### src/rtl/spike_rate_decoder.sv
// Spike train decoder: windowed spike count (rate) and
// inter-spike interval (isi), each with a one-cycle valid strobe.
module spike_rate_decoder #(
  parameter int WINDOW_LOG2 = 8
) (
  input  logic       clk,
  input  logic       rst_n,
  input  logic       en,
  input  logic       clear,
  input  logic       spike,
  output logic [7:0] rate,
  output logic       rate_valid,
  output logic [7:0] isi,
  output logic       isi_valid
);

  typedef enum logic {
    WAIT_FIRST,
    TIMING
  } state_t;

  state_t state, state_nx;

  logic [WINDOW_LOG2-1:0] win_cnt, win_nx;
  logic [7:0] spk_cnt, spk_nx;
  logic [7:0] isi_cnt, isi_cnt_nx;
  logic [7:0] rate_nx, isi_nx;
  logic       rv_nx, iv_nx;
  logic       boundary;
  logic [8:0] spk_sum;

  assign boundary = &win_cnt;
  assign spk_sum  = {1'b0, spk_cnt} + {8'd0, spike};

  always_ff @(posedge clk or negedge rst_n) begin
    if (!rst_n) begin
      state      <= WAIT_FIRST;
      win_cnt    <= '0;
      spk_cnt    <= '0;
      isi_cnt    <= '0;
      rate       <= '0;
      isi        <= '0;
      rate_valid <= 1'b0;
      isi_valid  <= 1'b0;
    end else begin
      state      <= state_nx;
      win_cnt    <= win_nx;
      spk_cnt    <= spk_nx;
      isi_cnt    <= isi_cnt_nx;
      rate       <= rate_nx;
      isi        <= isi_nx;
      rate_valid <= rv_nx;
      isi_valid  <= iv_nx;
    end
  end

  always_comb begin
    state_nx   = state;
    win_nx     = win_cnt;
    spk_nx     = spk_cnt;
    isi_cnt_nx = isi_cnt;
    rate_nx    = rate;
    isi_nx     = isi;
    rv_nx      = 1'b0;
    iv_nx      = 1'b0;

    if (clear) begin
      state_nx   = WAIT_FIRST;
      win_nx     = '0;
      spk_nx     = '0;
      isi_cnt_nx = '0;
    end else if (en) begin
      win_nx = win_cnt + WINDOW_LOG2'(1);

      // boundary-cycle spike is folded into the ending window
      if (boundary) begin
        rate_nx = spk_sum[8] ? 8'hff : spk_sum[7:0];
        spk_nx  = '0;
        rv_nx   = 1'b1;
      end else if (spike && spk_cnt != 8'hff) begin
        spk_nx = spk_cnt + 8'd1;
      end

      unique case (state)
        WAIT_FIRST: begin
          if (spike) begin
            state_nx   = TIMING;
            isi_cnt_nx = 8'd1;
          end
        end
        TIMING: begin
          if (spike) begin
            isi_nx     = isi_cnt;
            iv_nx      = 1'b1;
            isi_cnt_nx = 8'd1;
          end else if (isi_cnt != 8'hff) begin
            isi_cnt_nx = isi_cnt + 8'd1;
          end
        end
      endcase
    end
  end

endmodule

### config.mk
export PLATFORM = sky130hd
export DESIGN_NAME = spike_rate_decoder
export DESIGN_NICKNAME = d
export VERILOG_FILES = /design/src/rtl/spike_rate_decoder.sv
export SDC_FILE = /design/constraint.sdc
export NUM_CORES = 1
export LEC_CHECK = 0
export ABC_CLOCK_PERIOD_IN_PS = 3800
export BUFFER_PORTS_ARGS = -buffer_cell sky130_fd_sc_hd__buf_2
export CORE_UTILIZATION = 63
export DETAILED_ROUTE_END_ITERATION = 8
export PLACE_DENSITY = 0.85
export SLEW_MARGIN = 5
export SYNTH_ARGS = -nofsm -noshare
export SYNTH_HDL_FRONTEND = slang
export SYNTH_SLANG_ARGS = --single-unit
### constraint.sdc
create_clock -name clk -period 3.8 [get_ports clk]
set_clock_uncertainty 0.05 [all_clocks]
set_input_delay 0.57 -clock clk [delete_from_list [all_inputs] [get_ports clk]]
set_output_delay 0.57 -clock clk [all_outputs]
set_load 0.02 [all_outputs]
==> metrics.txt, run 1 <==
CP top delay family compound AO/OA/AOI/OAI gates; IO Pins 23; Slowest cell on crit path dfrtp_1; vias per std cell 5.962; CP max FO 7; final WL 3975 um; Final Max Slew Viols 0; HP Class in2async; wire length on met2 1773 um; CTS Buf Count 5; CTS tree yes; DR vias 1747; Leak 1.109 nW; Clock transition at path regs 0.14 ns; setup TNS 0 ns; Layout Nets 256; Tightest Pin Transition 0.8997 ns; status complete, no violations; sequential area share after synthesis 47.75%; Die ar. 3820 um^2; predominant post-synthesis flop cell dfrtp_1; unrepaired setup endpoints after global routing no; most frequent cells in the layout dfrtp_1, nor2_1, nand2_1; Critical R2R Launch isi_cnt[0]; Post-Syn Area 2253 um^2; first-pass GRT wire length 6865 um; placer's final routability congestion estimate 0.9248; share of layout cells above drive strength 1 16.60%; Top Layer Used met4; cts hold-fix bufs 0; ANT cells 0; area leader, netlist dfrtp_1; drt first pass iters 4; Die X 61.81 um; crit path from isi_cnt[0]; CP bufs+invs 0; Setup Fix Bufs, Post-CTS 0; synthesis warning total 0; VDD IR-drop max 0.2079 mV; Async SR Flop Fraction 100.0%; Cells after Synth 229; hpwl dp 2856 um; final count of hold timing violations 0; relative slew slack 40.02%; Mean Syn Cell Area 9.840 um^2; post-CTS sizing 0; largest net degree at the start of global routing 44; vias in the first global route 1598; share of the synthesized area in the top cell type 47.75%; P per Cell Area 337.9 nW/um^2; Root Driver clkbuf_4; area of the core 3390 um^2; CP Depth 5; Netlist cell types 49; slowest stage delay, CP 0.47 ns; final period utilization 45.33%; critical path endpoint isi_cnt[6]; critical path endpoint category flip-flop; ANT nets after route 0; initial core utilization 66.48%; Final min period 1.723 ns; most common cell after layout, fill and taps aside dfrtp_1; worst reg2reg setup slack 2.08 ns; Max clock buf depth 2; IO buf count 22; Reg2Reg Depth 5; register bit total from synthesis 43; number of synthesized flops with an enable pin 0; FMAX 0.5805 GHz; overall routing resource usage 24.34%; clock sink count 43; crit path kind reg2reg; Avg WL per Cell 13.57 um; max-cap violations 0; Clk Latency, worst-skew pair 0.36 ns; Setup-failing EPs final 0; Arr. time, crit path 1.97 ns; net count after synthesis 239; R2R Path End isi_cnt[6]; die height 61.81 um; Placed Area 2347 um^2; H-tree Lvls 2; row cnt 21; Startpoint Class flip-flop; Synth area leaders dfrtp_1, nor2_1, nand2_1, mux2_2, mux2i_1; wl on met1 1920 um; DRC 0; Layout area overhead 7.774%; CP required 4.05 ns; grt ovf 0; metal3 WL 206 um; 1st-iter DRT viols 114; initial antenna violation count 0; design area 2429 um^2; CP Cell Sequence ha_1, nand4_1, o211ai_2, a22oi_1, o21ai_0
[metrics by stage]
| stage | cells | util [%] | total power, W | setup WS, ns | hold slack [ns] |
|---|---|---|---|---|---|
| 5_1_grt | 293 | 71.65 | 0.0008553 | 1.898 | 0.3564 |
| 3_5_place_dp | 285 | 69.25 | 0.0005429 | 1.805 | 0.4236 |
| 3_3_place_gp | 285 | 69.25 | 0.0005408 | 1.878 | 0.4100 |
| 4_1_cts | 293 | 71.65 | 0.0008286 | 2.067 | 0.2903 |
| 6_report | 293 | 71.65 | 0.0008206 | 2.077 | 0.2599 |
| 2_1_floorplan | 229 | - | 0.0005218 | 2.242 | 0.2244 |
[registers in the layout, indices dropped and copies added (netlist names)]
register / cells
spk_cnt: 8
win_cnt: 8
isi_valid: 1
isi: 8
state: 1
rate_valid: 1
rate: 8
isi_cnt: 8
[worst min path at each step]
stage / from / endpoint / depth (start not counted)
after floorplan: rst_n / isi[0] / 0
after global placement: isi[5] / isi[5] / 2
after detailed placement: isi[6] / isi[6] / 2
after CTS: rst_n / isi_valid / 1
after global routing: rst_n / isi_valid / 1
final: rst_n / isi_valid / 1
[synth_stat cells (2+ instances only)]
cell type	n
dfrtp_1	43
nor2_1	26
nand2_1	23
nand3_1	13
o21ai_0	9
a31oi_1	8
buf_2	7
mux2_2	7
mux2i_1	7
inv_1	6
nand4_1	6
a21oi_1	5
ha_1	5
xnor2_1	5
xor2_1	5
nor3_1	4
o211ai_1	4
and3_1	3
and4_1	3
nand2b_1	3
nor2b_1	3
o21ai_1	3
a22oi_1	2
buf_6	2
o31ai_1	2
or3_1	2
[per-layer routing]
layer	vias to the layer above	global-route usage, %
li1	860	-
met1	816	33.86
met2	61	36.10
met3	10	4.969
met4	0	12.38
met5	-	0
[where the power goes]
part | switching [W] | total (W) | leakage, nW | internal [W]
logic | 0.0000373 | 0.0000587 | 0.468 | 0.0000215
clock network | 0.000148 | 0.000286 | 0.0452 | 0.000139
registers | 0.0000103 | 0.000476 | 0.596 | 0.000465
total | 0.000195 | 0.000821 | 1.11 | 0.000625
[logic make-up after synthesis]
family	share of synthesized area [%]
AND/OR/NAND/NOR	20.55
AO/OA/AOI/OAI	14.16
buffers and inverters	4.275
adder cells (fa/ha/maj)	2.776
XOR/XNOR	3.887
flip-flops	47.75
multiplexers	6.608
[final cells by class]
cell class	count	area, um^2
Multi-Input combinational cell	168	1081
Inverter	6	22.52
Clock inverter	3	43.79
Sequential cell	43	1076
Fill cell	238	960.9
Tap cell	46	57.56
Clock buffer	5	37.54
Timing Repair Buffer	22	110.1
[worst register-to-register path: cells and delay by family, from the launching register on]
| kind | cells | cell delay (ns) |
|---|---|---|
| AOI/OAI and AO/OA | 3 | 0.70 |
| adders and majority gates | 1 | 0.23 |
| and+or+nand+nor | 1 | 0.20 |
| DFF | 1 | 0.47 |
Power figures use the tool's default switching activity.
==> inputs of run 2 (changes only) <==
Settings changed: ABC_AREA set to 1, ABC_CLOCK_PERIOD_IN_PS 3800 to 1750, CORE_UTILIZATION 63 to 58, PLACE_DENSITY 0.85 to 0.79.
Clock period 3.8 ns to 1.75 ns, I/O delays scaled along.
==> metrics.txt, run 2 <==
Arr. time, crit path 1.75 ns (-0.22 ns); area of the core 3771 um^2 (+11%); IO buf count 22 (unchanged); CP bufs+invs 1 (+1); critical path endpoint category flip-flop; placer's final routability congestion estimate 0.8381 (-9.4%); Root Driver clkbuf_8; vias per std cell 5.247 (-12%); HP Class in2reg; Startpoint Class flip-flop; register bit total from synthesis 43 (unchanged); worst reg2reg setup slack 0.14 ns (-1.94 ns); Clk Latency, worst-skew pair 0.29 ns (-0.07 ns); Final Max Slew Viols 0 (unchanged); H-tree Lvls 2 (unchanged); Leak 1.318 nW (+19%); VDD IR-drop max 0.6233 mV (+200%); grt met1 use 30.51% (-3.4 points); share of the synthesized area in the top cell type 46.14% (-1.6 points); final WL 4441 um (+12%); grt ovf 0 (unchanged); CP max FO 7 (unchanged); Tightest Pin Transition 0.4887 ns (-0.4110 ns); slowest stage delay, CP 0.40 ns (-0.07 ns); hold-critical path endpoint win_cnt[5]; Post-Syn Area 2332 um^2 (+3.5%); Max clock buf depth 2 (unchanged); Mean Syn Cell Area 7.697 um^2 (-22%); final period utilization 92.02% (+47 points); Netlist cell types 29 (-41%); CTS Buf Count 5 (unchanged); hold path cells 2; ANT cells 0 (unchanged); drt first pass iters 4 (unchanged); fill count 320 (+34%); net count after synthesis 313 (+31%); met3 Track Usage GR 6.076% (+1.1 points); row cnt 22 (+4.8%); Clock transition at path regs 0.07 ns (-0.07 ns); Layout Nets 344 (+34%); routing usage on met2 37.76% (+1.7 points); Post-synth top cells nand2_1, dfrtp_1, nor2_1, nand3_1, inv_1; Synth area leaders dfrtp_1, nand2_1, nand3_1, nor2_1, inv_1; largest net degree at the start of global routing 24 (-45%); synthesis warning total 0 (unchanged); final design utilization 69.38% (-2.3 points); FMAX 0.6210 GHz (+7.0%); Multi-input gate area 1101 um^2 (+1.9%); predominant post-synthesis flop cell dfrtp_1; most frequent cells in the layout nand2_1, dfrtp_1, nor2_1; relative slew slack 67.42% (+27 points); Final min period 1.610 ns (-0.1122 ns); CTS tree yes; hpwl dp 3290 um (+15%); max-cap violations 0 (unchanged); CP Cell Sequence ha_1, inv_2, nor2_1, nand2_1, nor2_4, nand2_1, nor2_1, a21oi_1; 1st-iter DRT viols 183 (+61%); Setup-failing EPs final 0 (unchanged); die height 65.41 um (+5.8%); IO Pins 23 (unchanged); Reg2Reg Depth 8 (+3); sequential area share after synthesis 46.14% (-1.6 points); R2R Path End rate[1]; CP required 1.89 ns (-2.16 ns); clock sink count 43 (unchanged); P per Cell Area 730.6 nW/um^2 (+120%); overall routing resource usage 23.61% (-0.73 points); share of layout cells above drive strength 1 17.12% (+0.52 points); crit path from win_cnt[0]; Die ar. 4278 um^2 (+12%); CP top delay family simple AND/OR/NAND/NOR gates; number of synthesized flops with an enable pin 0 (unchanged); initial antenna violation count 0 (unchanged); Die X 65.41 um (+5.8%); ANT nets after route 0 (unchanged); vias in the first global route 1780 (+11%); status complete, no violations; first-pass GRT wire length 7514 um (+9.5%); Async SR Flop Fraction 100.0% (unchanged); Reg area 1076 um^2 (unchanged); final hold slack 0.1668 ns (-0.09309 ns); DR vias 1999 (+14%); final count of hold timing violations 0 (unchanged); Layout area overhead 12.18%; Avg WL per Cell 11.66 um (-14%); min-delay src clear; Slowest cell on crit path dfrtp_1; busiest grt layer met2; most common cell in the netlist nand2_1; crit path kind reg2reg; DRC 0 (unchanged); Critical R2R Launch win_cnt[0]; initial core utilization 61.84% (-4.6 points); area leader, netlist dfrtp_1; Cells after Synth 303 (+32%); most common cell after layout, fill and taps aside nand2_1
[run 2: cell types whose count changed after synthesis, sizes merged, moves of 8 or more]
cell and delta:
a31oi -8, nor2 +11, inv +23, nand2 +83
nand3 +18
[run 2: how the worst max path moves through the flow]
stage | endpoint | depth (start not counted)
floorplan | rate[0] | 8
global placement | rate[1] | 9
detailed placement | rate[1] | 8
CTS | rate[1] | 8
global route | rate[1] | 8
finish | rate[1] | 8
[run 2: logic make-up (layout without fill, tap and decap cells)]
logic type / Yosys count / after routing / synth area share [%]
AOI/OAI and AO/OA: 34 / 34 / 8.530
xor gates and xnor gates: 6 / 6 / 2.253
adders and majority gates: 5 / 5 / 2.682
buffers and inverters: 36 / 66 / 6.867
DFF: 43 / 43 / 46.14
and+or+nand+nor: 179 / 179 / 33.53
[run 2: cell type report]
class	count	share of cell area (%)
sequential	43	41.13
tap	48	2.296
multi-input combinational	224	42.09
clock buffer	6	2.774
inverter	29	4.352
timing repair buffer	31	7.365
[run 2: per-layer routing]
metal / up-vias / wire length, um / part of all wire [%]
li1: 1027 / - / -
met1: 910 / 2218 / 50
met2: 57 / 1973 / 44
met3: 5 / 192 / 4.3
met4: 0 / 57 / 1.3
met5: - / 0 / 0
[run 2: timing repair]
item                       4_1_cts  5_1_grt
buffers inserted                 0        3
resized for setup                0        2
hold endpoints to repair        20        0
setup endpoints to repair        0        9
hold buffers                     1        0
[run 2: report_power, final]
| group | internal, W | leakage [nW] | switching [W] | total, W |
|---|---|---|---|---|
| registers | 0.00104 | 0.581 | 0.0000462 | 0.00109 |
| logic | 0.0000940 | 0.699 | 0.000158 | 0.000252 |
| clock network | 0.000266 | 0.0371 | 0.000305 | 0.000571 |
| total | 0.00140 | 1.32 | 0.000510 | 0.00191 |
[run 2: per-stage QoR]
step           setup TNS [ns]  worst slack, ns  power [W]  instance area, um^2  std cells
2_1_floorplan               0           0.2185   0.001267                 2332        303
3_3_place_gp                0           0.1037   0.001347                 2506        371
3_5_place_dp                0          0.09710   0.001354                 2506        371
4_1_cts                     0          0.08524   0.001921                 2589        378
5_1_grt             -0.001327        -0.001327   0.002005                 2616        381
6_report                    0           0.1396   0.001911                 2616        381
==> inputs of run 3 (changes only) <==
Settings changed: PLACE_DENSITY 0.79 to unset, PLACE_DENSITY_LB_ADDON set to 0.12.
==> metrics.txt, run 3 (synthesized netlist as in run 2, its figures left out) <==
final count of hold timing violations 0 (unchanged); row cnt 22 (unchanged); Clock transition at path regs 0.08 ns (about the same); ANT nets after route 0 (unchanged); logic gate share of total power 12.8% (-0.4 points); vias in the first global route 1752 (-1.6%); relative slew slack 67.07% (-0.35 points); vias per std cell 5.154 (-1.8%); CTS Buf Count 5 (unchanged); Final Max Slew Viols 0 (unchanged); final worst slack 0.1018 ns (-0.03782 ns); power share of the clock group 37.2% (+7.3 points); final WL 4549 um (+2.4%); sw power 0.0005590 W (+9.7%); Clk Latency, worst-skew pair 0.30 ns (about the same); first-pass GRT wire length 7679 um (+2.2%); IO buf count 22 (unchanged); VDD IR-drop max 0.6685 mV (+7.3%); largest net degree at the start of global routing 23 (-4.2%); DR vias 1969 (-1.5%); P per Cell Area 816.8 nW/um^2 (+12%); HP Class in2reg; IO Pins 23 (unchanged); CTS tree yes; share of layout cells above drive strength 1 17.96% (+0.85 points); DRC 0 (unchanged); placer's final routability congestion estimate 0.8432 (+0.61%); fill count 304 (-5.0%); Layout Nets 343 (-0.29%); Tightest Pin Transition 0.4939 ns (+0.005185 ns); initial antenna violation count 0 (unchanged); 1st-iter DRT viols 157 (-14%); most frequent cells in the layout nand2_1, dfrtp_1, nor2_1; Die X 65.41 um (unchanged); ANT cells 0 (unchanged); unrepaired setup endpoints after global routing no; Max clock buf depth 2 (unchanged); grt ovf 0 (unchanged); Die ar. 4278 um^2 (unchanged); overall routing resource usage 23.98% (+0.37 points); Avg WL per Cell 11.91 um (+2.2%); Layout area overhead 13.89%; final period utilization 94.18% (+2.2 points); die height 65.41 um (unchanged); area of the core 3771 um^2 (unchanged); H-tree Lvls 2 (unchanged); switching part of the total power 25.77% (-0.89 points); initial core utilization 61.84% (unchanged); Setup-failing EPs final 0 (unchanged); CP max FO 8 (+1); critical path endpoint category flip-flop; Root Driver clkbuf_8; Leak 1.334 nW (+1.2%); Final min period 1.648 ns (+0.03782 ns); CP required 1.89 ns (about the same); hpwl dp 3276 um (-0.41%); Flop pwr share 50.0% (-6.9 points); most common cell after layout, fill and taps aside nand2_1; crit path kind reg2reg; Place WS 0.1078 ns (+0.01072 ns); Pint 0.001611 W (+15%); drt first pass iters 4 (unchanged); Arr. time, crit path 1.79 ns (+0.04 ns); status complete, no violations; clock sink count 43 (unchanged); setup TNS 0 ns (unchanged); FMAX 0.6067 GHz (-2.3%); Startpoint Class flip-flop; max-cap violations 0 (unchanged); final hold slack 0.1563 ns (-0.01053 ns); final design utilization 70.44% (+1.1 points)
==> run 3: repair_timing <==
item | in CTS | in global routing
buffers inserted | 0 | 2
hold buffers | 1 | 0
endpoints found under the setup margin | 0 | 8
endpoints found under the hold margin | 21 | 0
gates resized for setup | 0 | 3
==> run 3: cell type report <==
class / count / area [um^2] / share of cell area (%)
clock buffer: 6 / 82.58 / 3.109
clock inverter: 2 / 35.03 / 1.319
inverter: 29 / 113.9 / 4.286
multi-input combinational: 224 / 1104 / 41.55
sequential: 43 / 1076 / 40.51
tap: 48 / 60.06 / 2.261
timing repair buffer: 30 / 185.2 / 6.971
==> run 3: layer usage <==
| metal | GRT usage [%] | vias up | share of wire (%) | wire length, um |
|---|---|---|---|---|
| met5 | 0 | - | 0 | 0 |
| met4 | 11.41 | 0 | 1.7 | 76 |
| met3 | 4.167 | 10 | 5.7 | 258 |
| met2 | 36.21 | 59 | 43 | 1973 |
| met1 | 33.33 | 883 | 49 | 2241 |
| li1 | - | 1017 | - | - |
==> run 3: worst max-delay path, stage by stage, from the launching register on <==
cell and delay [ns]:
dfrtp_1 0.39, ha_2 0.23, inv_2 0.05, nor2_1 0.11, nand2_1 0.17, nor2_4 0.25
nand2_1 0.12, nor2_1 0.11, a21oi_1 0.05
==> run 3: through the flow <==
| stage | instances | area (um^2) | power, W |
|---|---|---|---|
| finish | 382 | 2656 | 0.002170 |
| global route | 382 | 2656 | 0.002266 |
| CTS | 380 | 2634 | 0.002167 |
| detailed placement | 371 | 2506 | 0.001358 |
| global placement | 371 | 2506 | 0.001349 |
| floorplan | 303 | 2332 | 0.001267 |
==> run 3: power groups by stage <==
stage / registers (W) / clock network [W] / logic [W]
6_report: 0.00108 / 0.000808 / 0.000277
4_1_cts: 0.00109 / 0.000823 / 0.000255
3_3_place_gp: 0.00110 / 0 / 0.000246
3_5_place_dp: 0.00111 / 0 / 0.000249
2_1_floorplan: 0.00111 / 0 / 0.000153
5_1_grt: 0.00109 / 0.000860 / 0.000315
==> run 3: path summary, 6_finish.rpt <==
kind,from,to,slack (ns),cells past startpoint
worst min-delay path,clear,win_cnt[5],0.16,2
worst max-delay path,win_cnt[1],rate[1],0.10,8
worst min register to register,isi[1],isi[1],0.42,2
min in group asynchronous,rst_n,isi[3],0.40,2
worst max register to register,win_cnt[1],rate[1],0.10,8
max in group asynchronous,rst_n,win_cnt[6],0.76,3
